$ cat src/rtl/mem_stage.sv
// rtl/mem_stage.sv - RV32I memory-access stage: data-memory port, lane handling and write-back slot
module mem_stage #(
    parameter int XLEN = 32
) (
    input  logic            clk_i,
    input  logic            rst_i,

    input  logic            ex_valid_i,
    output logic            ex_ready_o,
    input  logic [XLEN-1:0] ex_pc_i,
    input  logic [XLEN-1:0] ex_alu_result_i,
    input  logic [XLEN-1:0] ex_rs2_data_i,
    input  logic            ex_is_load_i,
    input  logic            ex_is_store_i,
    input  logic [2:0]      ex_funct3_i,
    input  logic [4:0]      ex_rd_addr_i,
    input  logic            ex_rd_we_i,

    output logic            dmem_req_o,
    output logic            dmem_we_o,
    output logic [XLEN-1:0] dmem_addr_o,
    output logic [3:0]      dmem_be_o,
    output logic [XLEN-1:0] dmem_wdata_o,
    input  logic            dmem_gnt_i,
    input  logic            dmem_rvalid_i,
    input  logic [XLEN-1:0] dmem_rdata_i,

    output logic            wb_valid_o,
    input  logic            wb_ready_i,
    output logic [XLEN-1:0] wb_pc_o,
    output logic [XLEN-1:0] wb_rd_data_o,
    output logic [4:0]      wb_rd_addr_o,
    output logic            wb_rd_we_o,
    output logic            wb_fault_o
);

    typedef enum logic [1:0] {
        S_IDLE,
        S_REQ,
        S_WAIT
    } state_e;

    state_e          state_q, state_d;

    // Context of the memory op in flight
    logic [XLEN-1:0] pc_q, pc_d;
    logic [XLEN-1:0] ea_q, ea_d;
    logic [4:0]      rd_q, rd_d;
    logic            rd_we_q, rd_we_d;
    logic [2:0]      f3_q, f3_d;

    // Request registers driven straight onto the memory port
    logic            req_we_q, req_we_d;
    logic [XLEN-1:0] req_addr_q, req_addr_d;
    logic [3:0]      req_be_q, req_be_d;
    logic [XLEN-1:0] req_wdata_q, req_wdata_d;

    // Write-back slot
    logic            wb_valid_q, wb_valid_d;
    logic [XLEN-1:0] wb_pc_q, wb_pc_d;
    logic [XLEN-1:0] wb_data_q, wb_data_d;
    logic [4:0]      wb_rd_q, wb_rd_d;
    logic            wb_we_q, wb_we_d;
    logic            wb_fault_q, wb_fault_d;

    logic            accept;
    logic            is_mem;
    logic            f3_ok;
    logic            misaligned;
    logic            mem_fault;
    logic [3:0]      st_be;
    logic [XLEN-1:0] st_wdata;
    logic [7:0]      ld_byte;
    logic [15:0]     ld_half;
    logic [XLEN-1:0] ld_data;

    // Only accept when idle and the slot is empty or draining this cycle
    assign ex_ready_o = (state_q == S_IDLE) && (!wb_valid_q || wb_ready_i);
    assign accept     = ex_valid_i && ex_ready_o;
    assign is_mem     = ex_is_load_i || ex_is_store_i;

    assign dmem_req_o   = (state_q == S_REQ);
    assign dmem_we_o    = req_we_q;
    assign dmem_addr_o  = req_addr_q;
    assign dmem_be_o    = req_be_q;
    assign dmem_wdata_o = req_wdata_q;

    assign wb_valid_o   = wb_valid_q;
    assign wb_pc_o      = wb_pc_q;
    assign wb_rd_data_o = wb_data_q;
    assign wb_rd_addr_o = wb_rd_q;
    assign wb_rd_we_o   = wb_we_q;
    assign wb_fault_o   = wb_fault_q;

    // Decide whether an incoming memory op is illegal or misaligned
    always_comb begin
        f3_ok      = 1'b0;
        misaligned = 1'b0;
        if (ex_is_load_i && ex_is_store_i) begin
            f3_ok = 1'b0;
        end else if (ex_is_store_i) begin
            f3_ok = (ex_funct3_i == 3'd0) || (ex_funct3_i == 3'd1) || (ex_funct3_i == 3'd2);
        end else if (ex_is_load_i) begin
            f3_ok = (ex_funct3_i == 3'd0) || (ex_funct3_i == 3'd1) || (ex_funct3_i == 3'd2) ||
                    (ex_funct3_i == 3'd4) || (ex_funct3_i == 3'd5);
        end
        case (ex_funct3_i[1:0])
            2'd1:    misaligned = ex_alu_result_i[0];
            2'd2:    misaligned = |ex_alu_result_i[1:0];
            default: misaligned = 1'b0;
        endcase
        mem_fault = !f3_ok || misaligned;
    end

    // Place store data on its byte lanes; loads read the whole word
    always_comb begin
        st_be    = 4'b1111;
        st_wdata = '0;
        if (ex_is_store_i) begin
            case (ex_funct3_i[1:0])
                2'd0: begin
                    st_be    = 4'b0001 << ex_alu_result_i[1:0];
                    st_wdata = {4{ex_rs2_data_i[7:0]}};
                end
                2'd1: begin
                    st_be    = ex_alu_result_i[1] ? 4'b1100 : 4'b0011;
                    st_wdata = {2{ex_rs2_data_i[15:0]}};
                end
                default: begin
                    st_be    = 4'b1111;
                    st_wdata = ex_rs2_data_i;
                end
            endcase
        end
    end

    // Pick the addressed lane out of the read word and extend it
    always_comb begin
        case (ea_q[1:0])
            2'd0:    ld_byte = dmem_rdata_i[7:0];
            2'd1:    ld_byte = dmem_rdata_i[15:8];
            2'd2:    ld_byte = dmem_rdata_i[23:16];
            default: ld_byte = dmem_rdata_i[31:24];
        endcase
        ld_half = ea_q[1] ? dmem_rdata_i[31:16] : dmem_rdata_i[15:0];
        case (f3_q)
            3'd0:    ld_data = {{24{ld_byte[7]}}, ld_byte};
            3'd4:    ld_data = {24'h000000, ld_byte};
            3'd1:    ld_data = {{16{ld_half[15]}}, ld_half};
            3'd5:    ld_data = {16'h0000, ld_half};
            default: ld_data = dmem_rdata_i;
        endcase
    end

    // Next-state logic for the FSM, in-flight context and write-back slot
    always_comb begin
        state_d     = state_q;
        pc_d        = pc_q;
        ea_d        = ea_q;
        rd_d        = rd_q;
        rd_we_d     = rd_we_q;
        f3_d        = f3_q;
        req_we_d    = req_we_q;
        req_addr_d  = req_addr_q;
        req_be_d    = req_be_q;
        req_wdata_d = req_wdata_q;
        wb_valid_d  = wb_valid_q && !wb_ready_i;
        wb_pc_d     = wb_pc_q;
        wb_data_d   = wb_data_q;
        wb_rd_d     = wb_rd_q;
        wb_we_d     = wb_we_q;
        wb_fault_d  = wb_fault_q;

        case (state_q)
            S_IDLE: begin
                if (accept) begin
                    if (!is_mem || mem_fault) begin
                        // ALU results and faulting memory ops go straight to the slot
                        wb_valid_d = 1'b1;
                        wb_pc_d    = ex_pc_i;
                        wb_data_d  = ex_alu_result_i;
                        wb_rd_d    = ex_rd_addr_i;
                        wb_we_d    = ex_rd_we_i && (ex_rd_addr_i != 5'd0) && !is_mem;
                        wb_fault_d = is_mem;
                    end else begin
                        pc_d        = ex_pc_i;
                        ea_d        = ex_alu_result_i;
                        rd_d        = ex_rd_addr_i;
                        rd_we_d     = ex_rd_we_i;
                        f3_d        = ex_funct3_i;
                        req_we_d    = ex_is_store_i;
                        req_addr_d  = {ex_alu_result_i[XLEN-1:2], 2'b00};
                        req_be_d    = st_be;
                        req_wdata_d = st_wdata;
                        state_d     = S_REQ;
                    end
                end
            end
            S_REQ: begin
                if (dmem_gnt_i) begin
                    if (req_we_q) begin
                        // Stores retire on grant; nothing is written back
                        wb_valid_d = 1'b1;
                        wb_pc_d    = pc_q;
                        wb_data_d  = ea_q;
                        wb_rd_d    = rd_q;
                        wb_we_d    = 1'b0;
                        wb_fault_d = 1'b0;
                        state_d    = S_IDLE;
                    end else begin
                        state_d = S_WAIT;
                    end
                end
            end
            S_WAIT: begin
                if (dmem_rvalid_i) begin
                    wb_valid_d = 1'b1;
                    wb_pc_d    = pc_q;
                    wb_data_d  = ld_data;
                    wb_rd_d    = rd_q;
                    wb_we_d    = rd_we_q && (rd_q != 5'd0);
                    wb_fault_d = 1'b0;
                    state_d    = S_IDLE;
                end
            end
            default: state_d = S_IDLE;
        endcase
    end

    // State registers; reset drops any request in flight
    always_ff @(posedge clk_i) begin
        if (rst_i) begin
            state_q     <= S_IDLE;
            pc_q        <= '0;
            ea_q        <= '0;
            rd_q        <= '0;
            rd_we_q     <= 1'b0;
            f3_q        <= '0;
            req_we_q    <= 1'b0;
            req_addr_q  <= '0;
            req_be_q    <= '0;
            req_wdata_q <= '0;
            wb_valid_q  <= 1'b0;
            wb_pc_q     <= '0;
            wb_data_q   <= '0;
            wb_rd_q     <= '0;
            wb_we_q     <= 1'b0;
            wb_fault_q  <= 1'b0;
        end else begin
            state_q     <= state_d;
            pc_q        <= pc_d;
            ea_q        <= ea_d;
            rd_q        <= rd_d;
            rd_we_q     <= rd_we_d;
            f3_q        <= f3_d;
            req_we_q    <= req_we_d;
            req_addr_q  <= req_addr_d;
            req_be_q    <= req_be_d;
            req_wdata_q <= req_wdata_d;
            wb_valid_q  <= wb_valid_d;
            wb_pc_q     <= wb_pc_d;
            wb_data_q   <= wb_data_d;
            wb_rd_q     <= wb_rd_d;
            wb_we_q     <= wb_we_d;
            wb_fault_q  <= wb_fault_d;
        end
    end

endmodule

$ cat config.mk
export PLATFORM = sky130hd
export DESIGN_NAME = mem_stage
export DESIGN_NICKNAME = d
export VERILOG_FILES = /design/src/rtl/mem_stage.sv
export SDC_FILE = /design/constraint.sdc
export NUM_CORES = 1
export LEC_CHECK = 0
export CAP_MARGIN = 20
export CORE_MARGIN = 2
export CORE_UTILIZATION = 42
export CTS_CLUSTER_DIAMETER = 100
export DETAILED_ROUTE_END_ITERATION = 12
export GPL_ROUTABILITY_DRIVEN = 1
export PLACE_DENSITY_LB_ADDON = 0.15
export SYNTH_ARGS = -nofsm -noshare
export SYNTH_HDL_FRONTEND = slang
export SYNTH_SLANG_ARGS = --single-unit
export TNS_END_PERCENT = 100
$ cat constraint.sdc
create_clock -name clk_i -period 7.25 [get_ports clk_i]
set_input_delay 1.45 -clock clk_i [delete_from_list [all_inputs] [get_ports clk_i]]
set_output_delay 1.45 -clock clk_i [all_outputs]
set_load 0.01 [all_outputs]
### Word level (Yosys, flattened, before mapping)

Index checks and enable logic that the tools add are counted.

* mux-type cells: 52
* shifts and indexed selects: 1
* bitwise logic cells: 1
* reductions and logical operators: 31
* equality and inequality tests: 19

Operators by type and width (number)
* two-way mux 32 bit: 11
* case mux 32 bit (3 select lines): 2
* case mux 32 bit (4 select lines): 1
* case mux 32 bit (2 select lines): 1
* two-way mux 5 bit: 5
* case mux 8 bit (3 select lines): 1
* two-way mux 1 bit: 16
* two-way mux 16 bit: 1
* case mux 5 bit (3 select lines): 1
* equality test 3 bit, second input constant: 4
* two-way mux 2 bit: 5
* nonzero test 5 bit: 2
* case mux 1 bit (3 select lines): 3
* logical OR 1 bit: 8
* two-way mux 4 bit: 2
* case mux 4 bit (2 select lines): 1
* logical AND 1 bit: 7
* equality test 2 x 1 -> 1 bit, second input constant: 3
* equality test 2 bit, second input constant: 3
* equality test 3 x 1 -> 1 bit, second input constant: 2
* zero test 2 bit: 3
* zero test 3 bit: 2
* != test 2 x 1 -> 1 bit, second input constant: 3
* != test 2 bit, second input constant: 3
* other kinds (11): 14

* register bits: 214
* logic and storage cells: 120
* input bits: 145

### Longest topological paths before layout

* depth after elaboration: 14
* gate-level depth with buffers: 12

### Worst setup path before layout

Ideal clock, no wire load.

* path kind: input -> register
* from: input port ex_funct3_i[1]
* to: register pc_q[18]
* stages: 12
* required time: 7.118 ns
* slack: 3.856 ns
* arrival: 3.262 ns
* cells stage by stage: inv_1 ha_1 or2_1 buf_2 o21ai_1 or2_1 or3_1 buf_2 buf_2 buf_2 nand2_1 a21oi_1

* word-level cells in the longest chain between the ends: 13
* elaborated cells between the ends (all ways): 20
* those cells by class: 6 x eq/ne; 4 x mux; 1 x bitwise; 9 x reduce/logical

Ends and longest elaborated chain
* start: declaration: RTL line 15 `input logic [2:0] ex_funct3_i,`
* equality test 3 x 1 -> 1 bit or zero test 3 bit (tied branches): RTL line 102, 104
* logical OR 1 bit (2 in a row): RTL line 102, 104
* logical OR 1 bit: RTL line 104 `f3_ok = (ex_funct3_i == 3'd0) || (ex_funct3_i == 3'd1) || (ex_funct3_i == 3'd2) ||`
* logical OR 1 bit: RTL line 105 `(ex_funct3_i == 3'd4) || (ex_funct3_i == 3'd5);`
* two-way mux 1 bit: RTL line 103 `end else if (ex_is_load_i) begin`
* two-way mux 1 bit: RTL line 101 `end else if (ex_is_store_i) begin`
* two-way mux 1 bit: RTL line 99 `if (ex_is_load_i && ex_is_store_i) begin`
* zero test 1 bit: RTL line 112 `mem_fault = !f3_ok || misaligned;`
* logical OR 1 bit *: RTL line 112
* logical OR 1 bit *: RTL line 177 `if (!is_mem || mem_fault) begin`
* inverter 1 bit (no line) *
* AND reduction 3 bit (no line) *
* end signal: assignment: RTL line 251 `pc_q <= pc_d;`
* end: declaration: RTL line 46 `logic [XLEN-1:0] pc_q, pc_d;`

Every way passes the cells marked *; elsewhere a longest branch is shown, timed or not.
A chain may end at the register's enable or synchronous reset.

### Worst setup path in the final report

* from: input port ex_funct3_i[1]
* to: register pc_q[8]

The elaborated chain is that of the path after synthesis.

==> results by group <==
Detailed routing
  • Post-DRT Antenna Nets: 0
  • Number of remaining DRC errors: 0
  • Via count: 8,390
  • Pre-Repair DR Iteration Count: 5
  • Vias/cell: 5.413
  • DR WL/cell: ~17 µm
  • Final WL: approximately 27,000 µm
  • DRT iter0 DRCs: about 440

Setup path
  • Worst reg2reg path endpoint: wb_rd_data_o[30]
  • Crit path buffers/inverters: 3
  • Crit-path cells: clkdlybuf4s50_1 -> inv_1 -> ha_1 -> or2_1 -> o21ai_1 -> or2_1 -> or3_4 -> buf_4 -> nand2_1 -> a21oi_1
  • Most frequent CP cell: or2_1
  • R2R cell count: 7
  • CP Launch Type: input pin
  • Data arrival, critical path: 5280 ps
  • Data required, critical path: around 7500 ps
  • Critical-path maximum fanout: 60
  • Slowest-stage cell, CP: or2_1
  • Critical path class: in -> reg
  • Worst path max stage delay: 800 ps
  • Reg-to-Reg Start: state_q[1]
  • Critical path endpoint category: flip-flop
  • Setup slack, reg-to-reg: roughly 4100 ps
  • Top delay family on crit path: simple AND/OR/NAND/NOR gates

Logic synthesis
  • Post-Syn Instances: 1,075
  • Number of synthesized flops with an enable pin: 0
  • Leading area contributor after synthesis: dfxtp_1
  • Number of distinct library cells after synthesis: 47
  • Fraction of registers with async set/reset: 0%
  • Top FF cell, synth: dfxtp_1
  • Post-synthesis area per instance: between 7 and 8 µm²
  • Synthesized area: about 8600 µm²
  • Count leader, synth: nand2_1
  • Synth top area cells: dfxtp_1 (43%), nand2_1 (11%), a21oi_1 (7.3%), a211oi_1 (6.4%), mux2i_1 (5.4%)
  • Yosys reg bits: approximately 180
  • Sequential fraction of the synthesis area: a little over two fifths
  • Synth cell count leaders: nand2_1 (246), dfxtp_1 (184), a21oi_1 (125)
  • Yosys Warn Count: 0
  • Synth top area share: a little over two fifths

Die
  • Core area: slightly above 20,000 µm²
  • Starting density of the core: 42.62%
  • DIE HEIGHT: roughly 150 µm
  • DIE AREA: 21,630 µm²
  • Row count: 52
  • Die W: 147.1 µm
  • Io pins: around 290

STA
  • Final setup TNS: 0 ps
  • Worst Skew: ~15 ps
  • Slew headroom: roughly 28%
  • Final Max Slew Viols: 0
  • Worst slew pin tran: about 1100 ps
  • Setup violations, final: 0
  • Shortest period the worst path allows: about 5000 ps
  • Hold Vio Cnt, Final: 0
  • Fin crit share: ~69%
  • Final WS setup: between 2000 and 2500 ps
  • RSZ-0062 raised after global routing: no
  • Max Clk Rate: around 200 MHz

Run
  • Max Cap Viol: 0

Clocking
  • Setup bufs post-CTS: 0
  • Hold_buf cts: 0
  • Root buffer cell: clkbuf_16
  • Number of buffers created by CTS: 17
  • Clk pin slew, worst setup/hold paths: about 70 ps
  • H-tree depth: 4
  • Worst skew pair latency: between 400 and 500 ps
  • TritonCTS clock tree: yes
  • CTS sink cnt: 184
  • Clk buf depth: 2
  • Post-cts resize count: 0

Global route
  • Vias in the first global route: slightly below 8,000
  • Initial antenna violation count: 1
  • Largest net degree at the start of global routing: approximately 100
  • GRT Overall Usage: 24.23%
  • GR Overflow Total: 0
  • First-pass GRT wire length: 42,110 µm

Layout
  • Design Area, Final: around 12,000 µm²
  • Share of layout cells above drive strength 1: 4.691%
  • P&R area growth vs syn: 38.28%
  • Final net count: around 1,400

Hold path
  • Endpoint, Worst Hold: dmem_wdata_o[10]
  • Hold path depth: 2
  • Worst min path class: reg -> reg
  • HP Start: dmem_wdata_o[10]

Place
  • DP Area: approximately 11,000 µm²
  • RD Place Congestion: 0.8040
  • Detail Placement HPWL: between 15,000 and 20,000 µm
  • IO Port Bufs: 285
  • Post-Place Worst Slack: 1817 ps

Power
  • Leak: between 0.003 and 0.004 µW
  • PwrDens: approximately 220 nW/µm²
  • Max VDD drop: approximately 0.00016 V

Status
  • Outcome: finished clean
==> state kept, by name, summed over array words and instances (netlist names), 2 cells and up <==
register / flops
state_q: 2
wb_pc_o: 32
dmem_be_o: 4
wb_rd_data_o: 32
dmem_wdata_o: 32
wb_rd_addr_o: 5
pc_q: 32
f3_q: 3
rd_q: 5
ea_q: 32
==> cell usage in the layout (no fill, tap or decap), drive strengths merged, types with 2 or more instances in the layout <==
master,Yosys,layout
ha,7,7
buf,64,12
o221ai,7,7
nor3,3,3
o211ai,24,24
mux2,11,11
nand2b,6,6
inv,9,14
nor2,80,80
o22ai,17,17
clkbuf,61,18
clkinv,2,8
clkdlybuf4s50,0,284
nand3,22,22
o31ai,2,2
mux2i,46,46
conb,1,2
and2,2,2
nand2,246,246
a211oi,74,74
or4,2,2
o2111ai,26,26
or3,3,3
a22oi,8,8
a21oi,125,125
or2,3,3
o31a,2,2
a221oi,2,2
and3,17,17
o21ai,7,7
clkinvlp,0,2
dfxtp,184,184
==> through the flow <==
stage               utilization, %  hold WS (ps)  instances  power [µW]
global placement             55.89         439.2       1517        1670
detailed placement           55.89         442.5       1517        1675
floorplan                        -         436.0       1076        1402
global route                 58.93         471.8       1550        2720
finish                       58.93         452.2       1550        2603
CTS                          58.92         451.3       1549        2626
==> routing by layer <==
metal | wire length (µm) | part of all wire, % | global-route usage [%] | up-vias
li1 | - | - | - | 4145
met1 | 11710 | 43 | 31.51 | 3894
met2 | 12470 | 46 | 39.28 | 317
met3 | 2189 | 8.1 | 6.460 | 34
met4 | 585 | 2.2 | 7.885 | 0
met5 | 0 | 0 | 0 | -
==> worst min-delay path: stages, from the launching register on <==
cell	delay [ps]
dfxtp_1	310
nand2_1	50
a21oi_1	50
==> where the power goes <==
group          leakage, µW  internal, µW  switching [µW]
combinational      0.00219           265             266
clock             0.000290           497             457
sequential         0.00150          1080            38.7
==> cells by family (layout without fill, tap and decap cells) <==
| family | Yosys count | count (layout) | share of synthesized area [%] |
|---|---|---|---|
| AO/OA/AOI/OAI | 302 | 302 | 23.01 |
| XOR/XNOR | 1 | 1 | 0.1019 |
| adder cells (fa/ha/maj) | 7 | 7 | 1.019 |
| buffers and inverters | 136 | 339 | 7.817 |
| flip-flops | 184 | 184 | 42.85 |
| multiplexers | 57 | 57 | 6.798 |
| other | 1 | 3 | 0.04363 |
| AND/OR/NAND/NOR | 387 | 387 | 18.36 |
==> area by class of cell <==
cell class,instances,area [µm²]
Antenna cell,1,2.502
Tap cell,270,337.8
Timing Repair Buffer,296,2937
Sequential cell,184,3684
Fill cell,1866,8283
Inverter,11,41.29
Clock buffer,18,429.2
Clock inverter,14,181.4
Multi-Input combinational cell,756,4274
==> worst max path at each step <==
stage,from,to,slack [ps],depth (start not counted)
3_5_place_dp,ex_funct3_i[1],wb_rd_data_o[30],1820,10
6_report,ex_funct3_i[1],pc_q[8],2240,10
5_1_grt,ex_funct3_i[1],wb_rd_data_o[28],1890,10
2_1_floorplan,ex_funct3_i[1],pc_q[18],3860,12
4_1_cts,ex_funct3_i[1],pc_q[8],2270,10
3_3_place_gp,ex_funct3_i[1],pc_q[2],1960,10
No activity file was read; power rests on OpenSTA's default activity.
